--- config.mk ---
export PLATFORM = sky130hd
export DESIGN_NAME = fc_forward_engine_flat
export DESIGN_NICKNAME = d
export VERILOG_FILES = /design/src/rtl/fc_forward_engine_if.sv /design/src/rtl/fc_forward_engine.sv /design/src/flat_wrapper.sv
export SDC_FILE = /design/constraint.sdc
export NUM_CORES = 2
export LEC_CHECK = 0
export CORE_MARGIN = 5
export CORE_UTILIZATION = 50
export CTS_CLUSTER_SIZE = 25
export DETAILED_ROUTE_END_ITERATION = 10
export HOLD_SLACK_MARGIN = 0.02
export PLACE_DENSITY = 0.63
export SLEW_MARGIN = 20
export SYNTH_ARGS = -nofsm -noshare
export SYNTH_HDL_FRONTEND = slang
export SYNTH_SLANG_ARGS = --single-unit
--- constraint.sdc ---
create_clock -name clk -period 15.4 [get_ports clk]
set_input_delay 3.08 -clock clk [delete_from_list [all_inputs] [get_ports clk]]
set_output_delay 3.08 -clock clk [all_outputs]
set_load 0.05 [all_outputs]
--- src/rtl/fc_forward_engine_if.sv ---
// Memory-side bus of the FC forward engine.
//   we / addr / data   : single write/read port (addr also drives reads)
//   re_data            : read data, valid one cycle after addr
//   fc1_com_end /
//   fc2_com_end        : bank select flags ({0,x}=bank0, {1,0}=bank1, {1,1}=bank2)
// master = engine side, slave = memory side.
interface fc_forward_engine_if;
  logic        we;
  logic [15:0] addr;
  logic [15:0] data;
  logic [15:0] re_data;
  logic        fc1_com_end;
  logic        fc2_com_end;

  modport master (
    output we, addr, data, fc1_com_end, fc2_com_end,
    input  re_data
  );

  modport slave (
    input  we, addr, data, fc1_com_end, fc2_com_end,
    output re_data
  );
endinterface

--- src/rtl/fc_forward_engine.sv ---
// Forward-propagation sequencer for a two-layer fully connected classifier.
// Loads FRT_CELL inputs and layer-1 weights from bank 0, computes MID_CELL
// ReLU hidden cells, writes them to bank 1, computes BCK_CELL output cells
// from bank-1 weights and writes them to bank 2.
// Ports:
//   clk, reset_n : clock, synchronous active-low reset
//   start        : one-cycle request, accepted only in IDLE
//   busy, done   : pass in progress / one-cycle completion pulse
//   mem          : memory bus (fc_forward_engine_if.master)
module fc_forward_engine #(
  parameter int FRT_CELL = 32,
  parameter int MID_CELL = 20,
  parameter int BCK_CELL = 10,
  parameter int FRAC     = 10
) (
  input  logic                       clk,
  input  logic                       reset_n,
  input  logic                       start,
  output logic                       busy,
  output logic                       done,
  fc_forward_engine_if.master        mem
);

  localparam int L1_N = FRT_CELL * MID_CELL;
  localparam int L2_N = MID_CELL * BCK_CELL;
  localparam int CW   = $clog2(L1_N + 2);
  localparam int M1   = (FRT_CELL > MID_CELL) ? FRT_CELL : MID_CELL;
  localparam int MAXC = (M1 > BCK_CELL) ? M1 : BCK_CELL;
  localparam int IW   = $clog2(MAXC);
  localparam int JW   = $clog2(FRT_CELL);
  localparam int HW   = $clog2(MID_CELL);
  localparam int OW   = $clog2(BCK_CELL);

  typedef enum logic [2:0] {
    S_IDLE, S_L1_LDIN, S_L1_MAC, S_L1_WR, S_L2_MAC, S_L2_WR, S_DONE
  } state_t;

  // What the read issued in a given cycle is for; travels with the read
  // so the returning data can be routed without re-deriving the state.
  typedef enum logic [1:0] { K_NONE, K_LD, K_L1, K_L2 } kind_t;

  typedef struct packed {
    kind_t         kind;
    logic [IW-1:0] o;    // neuron index
    logic [IW-1:0] n;    // operand index within the neuron
  } tag_t;

  state_t             state_q, state_d;
  logic [CW-1:0]      cnt_q, cnt_d, cnt_inc;
  logic [IW-1:0]      o_q, o_d, n_q, n_d;
  logic [15:0]        addr_q, addr_d, data_q, data_d;
  logic               we_q, we_d, fc1_q, fc1_d, fc2_q, fc2_d;
  logic               busy_q, busy_d, done_q, done_d;
  tag_t               rd_q, rd_d;   // tag of the address currently driven
  tag_t               rt_q;         // tag of the data currently on re_data
  logic signed [31:0] acc_q, acc_d;

  logic signed [15:0] in_q  [FRT_CELL];
  logic signed [15:0] hid_q [MID_CELL];
  logic signed [15:0] out_q [BCK_CELL];

  // ---------------- datapath ----------------
  logic signed [31:0] a32, b32, full, prod, sum;
  logic signed [15:0] operand, sat16;
  logic               first, hid_wr, out_wr, in_wr;

  always_comb begin
    operand = '0;
    if (rt_q.kind == K_L1) operand = in_q[rt_q.n[JW-1:0]];
    else if (rt_q.kind == K_L2) operand = hid_q[rt_q.n[HW-1:0]];

    a32  = {{16{mem.re_data[15]}}, mem.re_data};
    b32  = {{16{operand[15]}}, operand};
    full = a32 * b32;
    prod = full >>> FRAC;

    first = (rt_q.n == '0);
    sum   = (first ? 32'sd0 : acc_q) + prod;

    if (sum > 32'sd32767)       sat16 = 16'sh7fff;
    else if (sum < -32'sd32768) sat16 = -16'sd32768;
    else                        sat16 = sum[15:0];

    acc_d = acc_q;
    if (rt_q.kind == K_L1 || rt_q.kind == K_L2) acc_d = sum;

    in_wr  = (rt_q.kind == K_LD);
    hid_wr = (rt_q.kind == K_L1) && (rt_q.n == IW'(FRT_CELL - 1));
    out_wr = (rt_q.kind == K_L2) && (rt_q.n == IW'(MID_CELL - 1));
  end

  always_ff @(posedge clk) begin
    if (in_wr)  in_q[rt_q.n[JW-1:0]]  <= mem.re_data;
    if (hid_wr) hid_q[rt_q.o[HW-1:0]] <= sat16[15] ? 16'sd0 : sat16;
    if (out_wr) out_q[rt_q.o[OW-1:0]] <= sat16;
  end

  // ---------------- sequencer ----------------
  always_comb begin
    state_d = state_q;
    cnt_inc = cnt_q + CW'(1);
    cnt_d   = cnt_inc;
    o_d     = o_q;
    n_d     = n_q;
    addr_d  = addr_q;
    data_d  = data_q;
    we_d    = 1'b0;
    fc1_d   = fc1_q;
    fc2_d   = fc2_q;
    rd_d    = '0;

    case (state_q)
      S_IDLE: begin
        cnt_d = '0;
        if (start) begin
          state_d    = S_L1_LDIN;
          fc1_d      = 1'b0;
          fc2_d      = 1'b0;
          n_d        = '0;
          addr_d     = '0;
          rd_d.kind  = K_LD;
        end
      end

      S_L1_LDIN: begin
        if (cnt_q == CW'(FRT_CELL)) begin
          state_d   = S_L1_MAC;
          cnt_d     = '0;
          o_d       = '0;
          n_d       = '0;
          addr_d    = 16'(FRT_CELL);
          rd_d.kind = K_L1;
        end else if (cnt_q < CW'(FRT_CELL - 1)) begin
          n_d       = n_q + IW'(1);
          addr_d    = addr_q + 16'd1;
          rd_d.kind = K_LD;
          rd_d.n    = n_d;
        end
      end

      S_L1_MAC: begin
        if (cnt_q == CW'(L1_N)) begin
          // drain cycle done; last hidden cell lands on this edge
          state_d = S_L1_WR;
          cnt_d   = '0;
          fc1_d   = 1'b1;
          we_d    = 1'b1;
          addr_d  = '0;
          data_d  = hid_q[0];
        end else if (cnt_q < CW'(L1_N - 1)) begin
          if (n_q == IW'(FRT_CELL - 1)) begin
            n_d = '0;
            o_d = o_q + IW'(1);
          end else begin
            n_d = n_q + IW'(1);
          end
          addr_d    = addr_q + 16'd1;
          rd_d.kind = K_L1;
          rd_d.o    = o_d;
          rd_d.n    = n_d;
        end
      end

      S_L1_WR: begin
        if (cnt_q == CW'(MID_CELL - 1)) begin
          state_d   = S_L2_MAC;
          cnt_d     = '0;
          o_d       = '0;
          n_d       = '0;
          addr_d    = 16'(MID_CELL);
          rd_d.kind = K_L2;
        end else begin
          we_d   = 1'b1;
          addr_d = 16'(cnt_inc);
          data_d = hid_q[cnt_inc[HW-1:0]];
        end
      end

      S_L2_MAC: begin
        if (cnt_q == CW'(L2_N)) begin
          state_d = S_L2_WR;
          cnt_d   = '0;
          fc2_d   = 1'b1;
          we_d    = 1'b1;
          addr_d  = '0;
          data_d  = out_q[0];
        end else if (cnt_q < CW'(L2_N - 1)) begin
          if (n_q == IW'(MID_CELL - 1)) begin
            n_d = '0;
            o_d = o_q + IW'(1);
          end else begin
            n_d = n_q + IW'(1);
          end
          addr_d    = addr_q + 16'd1;
          rd_d.kind = K_L2;
          rd_d.o    = o_d;
          rd_d.n    = n_d;
        end
      end

      S_L2_WR: begin
        if (cnt_q == CW'(BCK_CELL - 1)) begin
          state_d = S_DONE;
          cnt_d   = '0;
        end else begin
          we_d   = 1'b1;
          addr_d = 16'(cnt_inc);
          data_d = out_q[cnt_inc[OW-1:0]];
        end
      end

      S_DONE: begin
        state_d = S_IDLE;
        cnt_d   = '0;
      end

      default: begin
        state_d = S_IDLE;
        cnt_d   = '0;
      end
    endcase

    busy_d = (state_d != S_IDLE);
    done_d = (state_d == S_DONE);
  end

  always_ff @(posedge clk) begin
    if (!reset_n) begin
      state_q <= S_IDLE;
      cnt_q   <= '0;
      o_q     <= '0;
      n_q     <= '0;
      addr_q  <= '0;
      data_q  <= '0;
      we_q    <= 1'b0;
      fc1_q   <= 1'b0;
      fc2_q   <= 1'b0;
      busy_q  <= 1'b0;
      done_q  <= 1'b0;
      rd_q    <= '0;
      rt_q    <= '0;
      acc_q   <= '0;
    end else begin
      state_q <= state_d;
      cnt_q   <= cnt_d;
      o_q     <= o_d;
      n_q     <= n_d;
      addr_q  <= addr_d;
      data_q  <= data_d;
      we_q    <= we_d;
      fc1_q   <= fc1_d;
      fc2_q   <= fc2_d;
      busy_q  <= busy_d;
      done_q  <= done_d;
      rd_q    <= rd_d;
      rt_q    <= rd_q;
      acc_q   <= acc_d;
    end
  end

  assign mem.we          = we_q;
  assign mem.addr        = addr_q;
  assign mem.data        = data_q;
  assign mem.fc1_com_end = fc1_q;
  assign mem.fc2_com_end = fc2_q;
  assign busy            = busy_q;
  assign done            = done_q;

endmodule
--- src/flat_wrapper.sv ---
// flat-port wrapper written by rule: the top's interface ports become plain ports
module fc_forward_engine_flat 
#(
  parameter int FRT_CELL = 32,
  parameter int MID_CELL = 20,
  parameter int BCK_CELL = 10,
  parameter int FRAC     = 10
)
  (clk, reset_n, start, busy, done, mem_we, mem_addr, mem_data, mem_fc1_com_end, mem_fc2_com_end, mem_re_data);
  fc_forward_engine_if mem_i ();
  input  logic clk;
  input  logic reset_n;
  input  logic start;
  output logic busy;
  output logic done;
  output wire logic [$bits(mem_i.we)-1:0] mem_we;
  output wire logic [$bits(mem_i.addr)-1:0] mem_addr;
  output wire logic [$bits(mem_i.data)-1:0] mem_data;
  output wire logic [$bits(mem_i.fc1_com_end)-1:0] mem_fc1_com_end;
  output wire logic [$bits(mem_i.fc2_com_end)-1:0] mem_fc2_com_end;
  input wire logic [$bits(mem_i.re_data)-1:0] mem_re_data;
  assign mem_we = mem_i.we;
  assign mem_addr = mem_i.addr;
  assign mem_data = mem_i.data;
  assign mem_fc1_com_end = mem_i.fc1_com_end;
  assign mem_fc2_com_end = mem_i.fc2_com_end;
  assign mem_i.re_data = mem_re_data;
  fc_forward_engine #(.FRT_CELL(FRT_CELL), .MID_CELL(MID_CELL), .BCK_CELL(BCK_CELL), .FRAC(FRAC)) u_core (.clk(clk), .reset_n(reset_n), .start(start), .busy(busy), .done(done), .mem(mem_i));
endmodule
# ---- After elaboration in Yosys (flattened, before gate mapping)
# Memory sizes are Yosys's and may differ from the RTL's. A register that Yosys moved wholly into a read port is not among the register bits.
# Cells that the tools add are included.
dict set report totals {
  reg_bits 116
  ramBits 972
  out_inout_bits 37
  word_cells 166
  n_memories 3
}
dict set report op_classes {
  n_addsub 5
  mul 1
  order_cmp 5
  eq_ne 32
  mux 84
  n_reduce_logical 18
}
# memory depth word_bits rd rd_ports_with_merged_regs write_ports line
set memory_table {}
lappend memory_table {u_core.in_q 32 16 1 1 1 fc_forward_engine.sv:58} ;# logic signed [15:0] in_q [FRT_CELL];
lappend memory_table {u_core.hid_q 20 15 3 1 1 fc_forward_engine.sv:59} ;# logic signed [15:0] hid_q [MID_CELL];
lappend memory_table {u_core.out_q 10 16 2 0 1 fc_forward_engine.sv:60} ;# logic signed [15:0] out_q [BCK_CELL];
# cell count
set op_table {}
lappend op_table {{$mux 16} 16}
lappend op_table {{$mux 5} 21}
lappend op_table {{$pmux 16 s6} 1}
lappend op_table {{$pmux 16 s4} 1}
lappend op_table {{$mux 10} 6}
lappend op_table {{$pmux 10 s5} 1}
lappend op_table {{$mux 12} 4}
lappend op_table {{$add 32x22->32} 1}
lappend op_table {{$gt 32x16->1 const B} 1}
lappend op_table {{$lt 32x16->1 const B} 1}
lappend op_table {{$mul 16x16->32} 1}
lappend op_table {{$mux 32} 1}
lappend op_table {{$pmux 5 s5} 1}
lappend op_table {{$eq 5x5->1 const B} 4}
lappend op_table {{$pmux 5 s4} 1}
lappend op_table {{$mux 3} 6}
lappend op_table {{$pmux 3 s6} 1}
lappend op_table {{$add 16x1->16 const B} 1}
lappend op_table {{$mux 1} 15}
lappend op_table {{$mux 15} 1}
lappend op_table {{$pmux 5 s3} 1}
lappend op_table {{$ne 2x1->1 const B} 6}
lappend op_table {{$add 10x1->10 const B} 1}
lappend op_table {{$add 5x1->5 const B} 2}
lappend op_table {{other kinds (34)} 50}

# ---- Longest topological paths before layout
dict set report depth {
  ltp_word 9
  ltp_mapped 60
  ltp_nobuf 52
}

# ---- Worst setup path before layout
# Ideal clock, no wire load.
dict set report synth_timing {
  path_type {register to register}
  start {reg u_core.rt_q[0] (netlist name)}
  end {mem u_core.hid_q[0][4] (netlist name), data pin}
  setup_time_ns 0.313
  arrival_ns 12.378
  t_required_ns 15.087
  path_slack_ns 2.710
  stages_incl_launch_ff 52
  n_path_buf 8
  period_less_slack_ns 12.690
  path_cell_list {dfxtp_1 buf_2 buf_2 buf_2 buf_2 clkbuf_1 buf_1 mux4_2 o22ai_1 nand2_1 o2bb2ai_1 clkbuf_1 and2_1 fa_1 inv_1 fa_1 fa_1 inv_1 [... 16 more ...] o21a_1 o21a_1 o21a_1 nor2_1 xnor2_1 ha_1 a211o_1 o21ba_2 o21a_1 a21o_1 a21oi_1 o31a_4 o21ai_2 a41o_1 o32ai_2 nor4b_4 buf_2 a21oi_1}
}
dict set report synth_via {
  elab_chain_len 7
  word_cells_on_any_way 8
  cone_classes {add/sub (1); order compare (2); mux (4); reduce/logical (1)}
}
# item line
set synth_rtl {}
lappend synth_rtl {{from (decl)} fc_forward_engine.sv:55} ;# tag_t rt_q;
lappend synth_rtl {{from (signal assigned)} fc_forward_engine.sv:256} ;# rt_q <= rd_q;
lappend synth_rtl {{$logic_not 5->1 *} fc_forward_engine.sv:77} ;# first = (rt_q.n == '0);
lappend synth_rtl {{$mux 32 *} fc_forward_engine.sv:78} ;# sum = (first ? 32'sd0 : acc_q) + prod;
lappend synth_rtl {{$add 32x22->32 *} fc_forward_engine.sv:78}
lappend synth_rtl {{$lt 32x16->1} fc_forward_engine.sv:81} ;# else if (sum < -32'sd32768) sat16 = -16'sd32768;
lappend synth_rtl {{$mux 16} fc_forward_engine.sv:81}
lappend synth_rtl {{$mux 16 *} fc_forward_engine.sv:80} ;# if (sum > 32'sd32767) sat16 = 16'sh7fff;
lappend synth_rtl {{$mux 15 *} fc_forward_engine.sv:94} ;# if (hid_wr) hid_q[rt_q.o[HW-1:0]] <= sat16[15] ? 16'sd0 : sat16;
lappend synth_rtl {{to (decl)} fc_forward_engine.sv:59}
# Every way passes the cells marked *; elsewhere a longest branch is shown, timed or not.

# ---- Worst setup path in the final report
dict set report layout_timing {
  start {reg u_core.rt_q[0] (netlist name)}
  end {mem u_core.out_q[2][1], data pin}
}
dict set report layout_via {
  elab_chain_len 6
  word_cells_on_any_way 7
  cone_classes {add/sub (1); order compare (2); mux (3); reduce/logical (1)}
}
# item line
set layout_rtl {}
lappend layout_rtl {{$logic_not 5->1 *} fc_forward_engine.sv:77}
lappend layout_rtl {{$mux 32 *} fc_forward_engine.sv:78}
lappend layout_rtl {{$add 32x22->32 *} fc_forward_engine.sv:78}
lappend layout_rtl {{$lt 32x16->1} fc_forward_engine.sv:81}
lappend layout_rtl {{$mux 16} fc_forward_engine.sv:81}
lappend layout_rtl {{$mux 16 *} fc_forward_engine.sv:80}
lappend layout_rtl {{net u_core.sat16[1]} fc_forward_engine.sv:64} ;# logic signed [15:0] operand, sat16;
lappend layout_rtl {{to (decl)} fc_forward_engine.sv:60}
# The timed path passes the listed nets; every way through them passes the cells marked *.

==> run_results.csv <==
group,metric,value,unit
outcome,outcome,"complete, no violations",
synth,synthFlopType,"edfxtp_1",
routing,drtIter0Drc,3460,
sta,maxSlewHeadroom,25.97,%
setup_path,cp.arrival,13970,ps
setup_path,required,15710,ps
power_and_ir_drop,switchingPower,1.235,mW
cells_and_area,final_cell_area,63170,sq um
power_and_ir_drop,ir_drop,0.09733,mV
cts,cts_tree,"yes",
cts,cts_resized,0,
cts,cts_hold_buf,0,
synth,async_flop_share,0,%
synth,synth_seq_cells,1088,
sta,finClkSkew,71.25,ps
setup_path,crit_slowest_cell,"a21oi_1",
setup_path,critical-path-max-stage-delay,730,ps
setup_path,worstSetupEndpointType,"register",
power_and_ir_drop,seqPwrFrac,53.4,%
power_and_ir_drop,cellPowerDensity,94.90,nW/um^2
synth,syn_avg_cell_area,14.83,sq um
synth,synth.distinct_cells,95,
sta,setup_violations,0,
cts,cts_setup_buffers,0,
global_routing,grt_pass1_wl,222900,microns
placed_design,dpl_cell_area,59540,sq um
sta,fmax,73.16,MHz
cells_and_area,layout.area.seq,31530,sq um
setup_path,crit_type,"register to register",
global_routing,track_usage,24.53,%
floorplan,io_pins,56,
cells_and_area,nets,4320,
placed_design,gp_congestion,0.8380,
power_and_ir_drop,power.share.clock,44.3,%
cells_and_area,antenna_cells,0,
setup_path,cpMostUsedCell,"o21a_1",
setup_path,cp_max_fo,37,
cts,clk_pin_slew,60,ps
cts,cts_buffer_depth,3,
routing,vias,33450,
routing,firstDrtPassIters,5,
cells_and_area,fin_util,56.15,%
sta,layout_min_cycle_time,13670,ps
floorplan,initial_core_util,50.41,%
cells_and_area,fill_cells,8844,
sta,drv_slew,0,
floorplan,fp.dieH,346.8,microns
sta,finalHoldViolCount,0,
sta,post-route-period-util,88.76,%
synth,synthesis.area,56710,sq um
synth,synthMostInstantiatedCell,"edfxtp_1",
sta,rsz0062_at_grt,"no",
synth,synth_edf_count,972,
cts,clk_latency,720,ps
cts,cts_buffers,111,
sta,max_slew.worst_pin.slew,1110,ps
power_and_ir_drop,p_comb_share,2.3,%
cells_and_area,area_delta_synth_final,11.38,%
synth,synthCells,3823,
cts,htree_levels,3,
synth,ys_warn_count,0,
synth,syn-num-nets,4216,
worst_hold_path,hold_path.class,"register to register",
routing,drc,0,
routing,wirelength,147400,microns
setup_path,start_kind,"register",
cells_and_area,drive_gt1_share,17.60,%
cts,clock-sinks,1088,
flow_run,maxCapViolCount,0,
power_and_ir_drop,p_leak,22.54,nW
synth,yosysSeqAreaShare,55.56,%
synth,synth_top_cell_by_area,"edfxtp_1",
routing,detail-route-antenna-nets,0,
cts,cts_root_buf,"clkbuf_16",
floorplan,die_w,346.8,microns
floorplan,fp.coreArea,112500,sq um
placed_design,portBuffers,55,
sta,hold_ws,441.1,ps
cells_and_area,multi_input_area,23350,sq um
placed_design,hpwl,96500,microns
power_and_ir_drop,p_sw_share,20.60,%
global_routing,grt_max_degree,108,
floorplan,die-area,120300,sq um
global_routing,grt_pass1_vias,34340,
routing,viasPerCell,6.058,
sta,final.setup.tns,0,ps
power_and_ir_drop,p_int,4.760,mW
floorplan,rows,123,
global_routing,antenna_found_initial,0,
synth,ys_top_cells_by_count,"edfxtp_1 (972), inv_1 (324), mux4_2 (314), fa_1 (263), nor2_1 (224)",
global_routing,grt.overflow.total,0,
synth,synth_top_area_share,51.47,%
synth,synthTopCellsByArea,"edfxtp_1 (51%), mux4_2 (12%), fa_1 (9.3%)",
routing,wl_per_cell,26.70,microns
-- cells in the final DEF (no fill, tap or decap), types with 126 or more instances in the layout --
cell type	n
mux2i_1	126
mux4_2	314
nor2_1	208
inv_1	324
nand2_1	198
fa_1	263
and2_1	159
buf_4	131
a21oi_1	126
edfxtp_1	972
-- worst paths after layout --
| path | to | depth (start not counted) | startpoint | slack, ps |
|---|---|---|---|---|
| setup / recovery | u_core.out_q[2][1]$_DFFE_PP_ | 46 | u_core.rt_q[0]$_SDFF_PN0_ | 1730 |
| hold / removal | u_core.rt_q[0]$_SDFF_PN0_ | 1 | u_core.rd_q[0]$_SDFF_PN0_ | 440 |
| setup reg to reg | u_core.out_q[2][1]$_DFFE_PP_ | 46 | u_core.rt_q[0]$_SDFF_PN0_ | 1730 |
| hold reg to reg | u_core.rt_q[0]$_SDFF_PN0_ | 1 | u_core.rd_q[0]$_SDFF_PN0_ | 440 |
-- registers in the layout, summed over array words and instances (netlist names) --
name                    flops
u_core.acc_q               32
u_core.busy                 1
u_core.cnt_q               10
u_core.done                 1
u_core.hid_q              300
u_core.in_q               512
u_core.mem.addr            16
u_core.mem.data            16
u_core.mem.fc1_com_end      1
u_core.mem.fc2_com_end      1
u_core.mem.we               1
u_core.n_q                  5
u_core.o_q                  5
u_core.out_q              160
u_core.rd_q                12
u_core.rt_q                12
u_core.state_q              3
-- through the flow --
stage / std cells / power, mW / setup WS [ps]
after floorplan: 3823 / 3.339 / 2710
after global placement: 5314 / 3.403 / 1241
after detailed placement: 5314 / 3.404 / 1119
after CTS: 5522 / 6.031 / 1668
after global routing: 5522 / 6.176 / 768.7
final: 5522 / 5.994 / 1732
-- worst max-delay path, delay by kind of cell (launching register included) --
family | cells | cell delay (ps)
AOI/OAI and AO/OA | 19 | 4560
adders and majority gates | 8 | 3460
and+or+nand+nor | 9 | 2630
buffers and inverters | 7 | 1140
muxes | 2 | 710
DFF | 1 | 610
xor gates and xnor gates | 1 | 120
-- cell type report --
| cell class | instances | area share [%] |
|---|---|---|
| Clock buffer | 145 | 4.710 |
| Tap cell | 1500 | 2.971 |
| Clock inverter | 63 | 1.022 |
| Inverter | 326 | 1.937 |
| Timing Repair Buffer | 192 | 2.484 |
| Multi-Input combinational cell | 2208 | 36.96 |
| Sequential cell | 1088 | 49.91 |
-- power by group through the flow --
stage	Sequential [mW]	Clock [mW]	Combinational, mW
floorplan	3.27	0	0.0736
global placement	3.27	0	0.137
detailed placement	3.27	0	0.139
CTS	3.20	2.69	0.139
global route	3.20	2.83	0.148
finish	3.20	2.65	0.139
-- kinds of logic after synthesis --
kind of cell	synth area share, %
multiplexers	14.94
buffers and inverters	3.632
XOR/XNOR	1.030
adder cells (fa/ha/maj)	11.73
AO/OA/AOI/OAI	5.549
flip-flops	55.56
AND/OR/NAND/NOR	7.552
-- metal layers --
| metal | global-route usage (%) | share of wire, % | up-vias |
|---|---|---|---|
| li1 | - | - | 14410 |
| met1 | 34.65 | 42 | 17480 |
| met2 | 40.36 | 49 | 1328 |
| met3 | 3.847 | 7.2 | 232 |
| met4 | 6.472 | 2.6 | 0 |
| met5 | 0 | 0 | - |
Note: power is estimated with default switching activity, not from simulation.
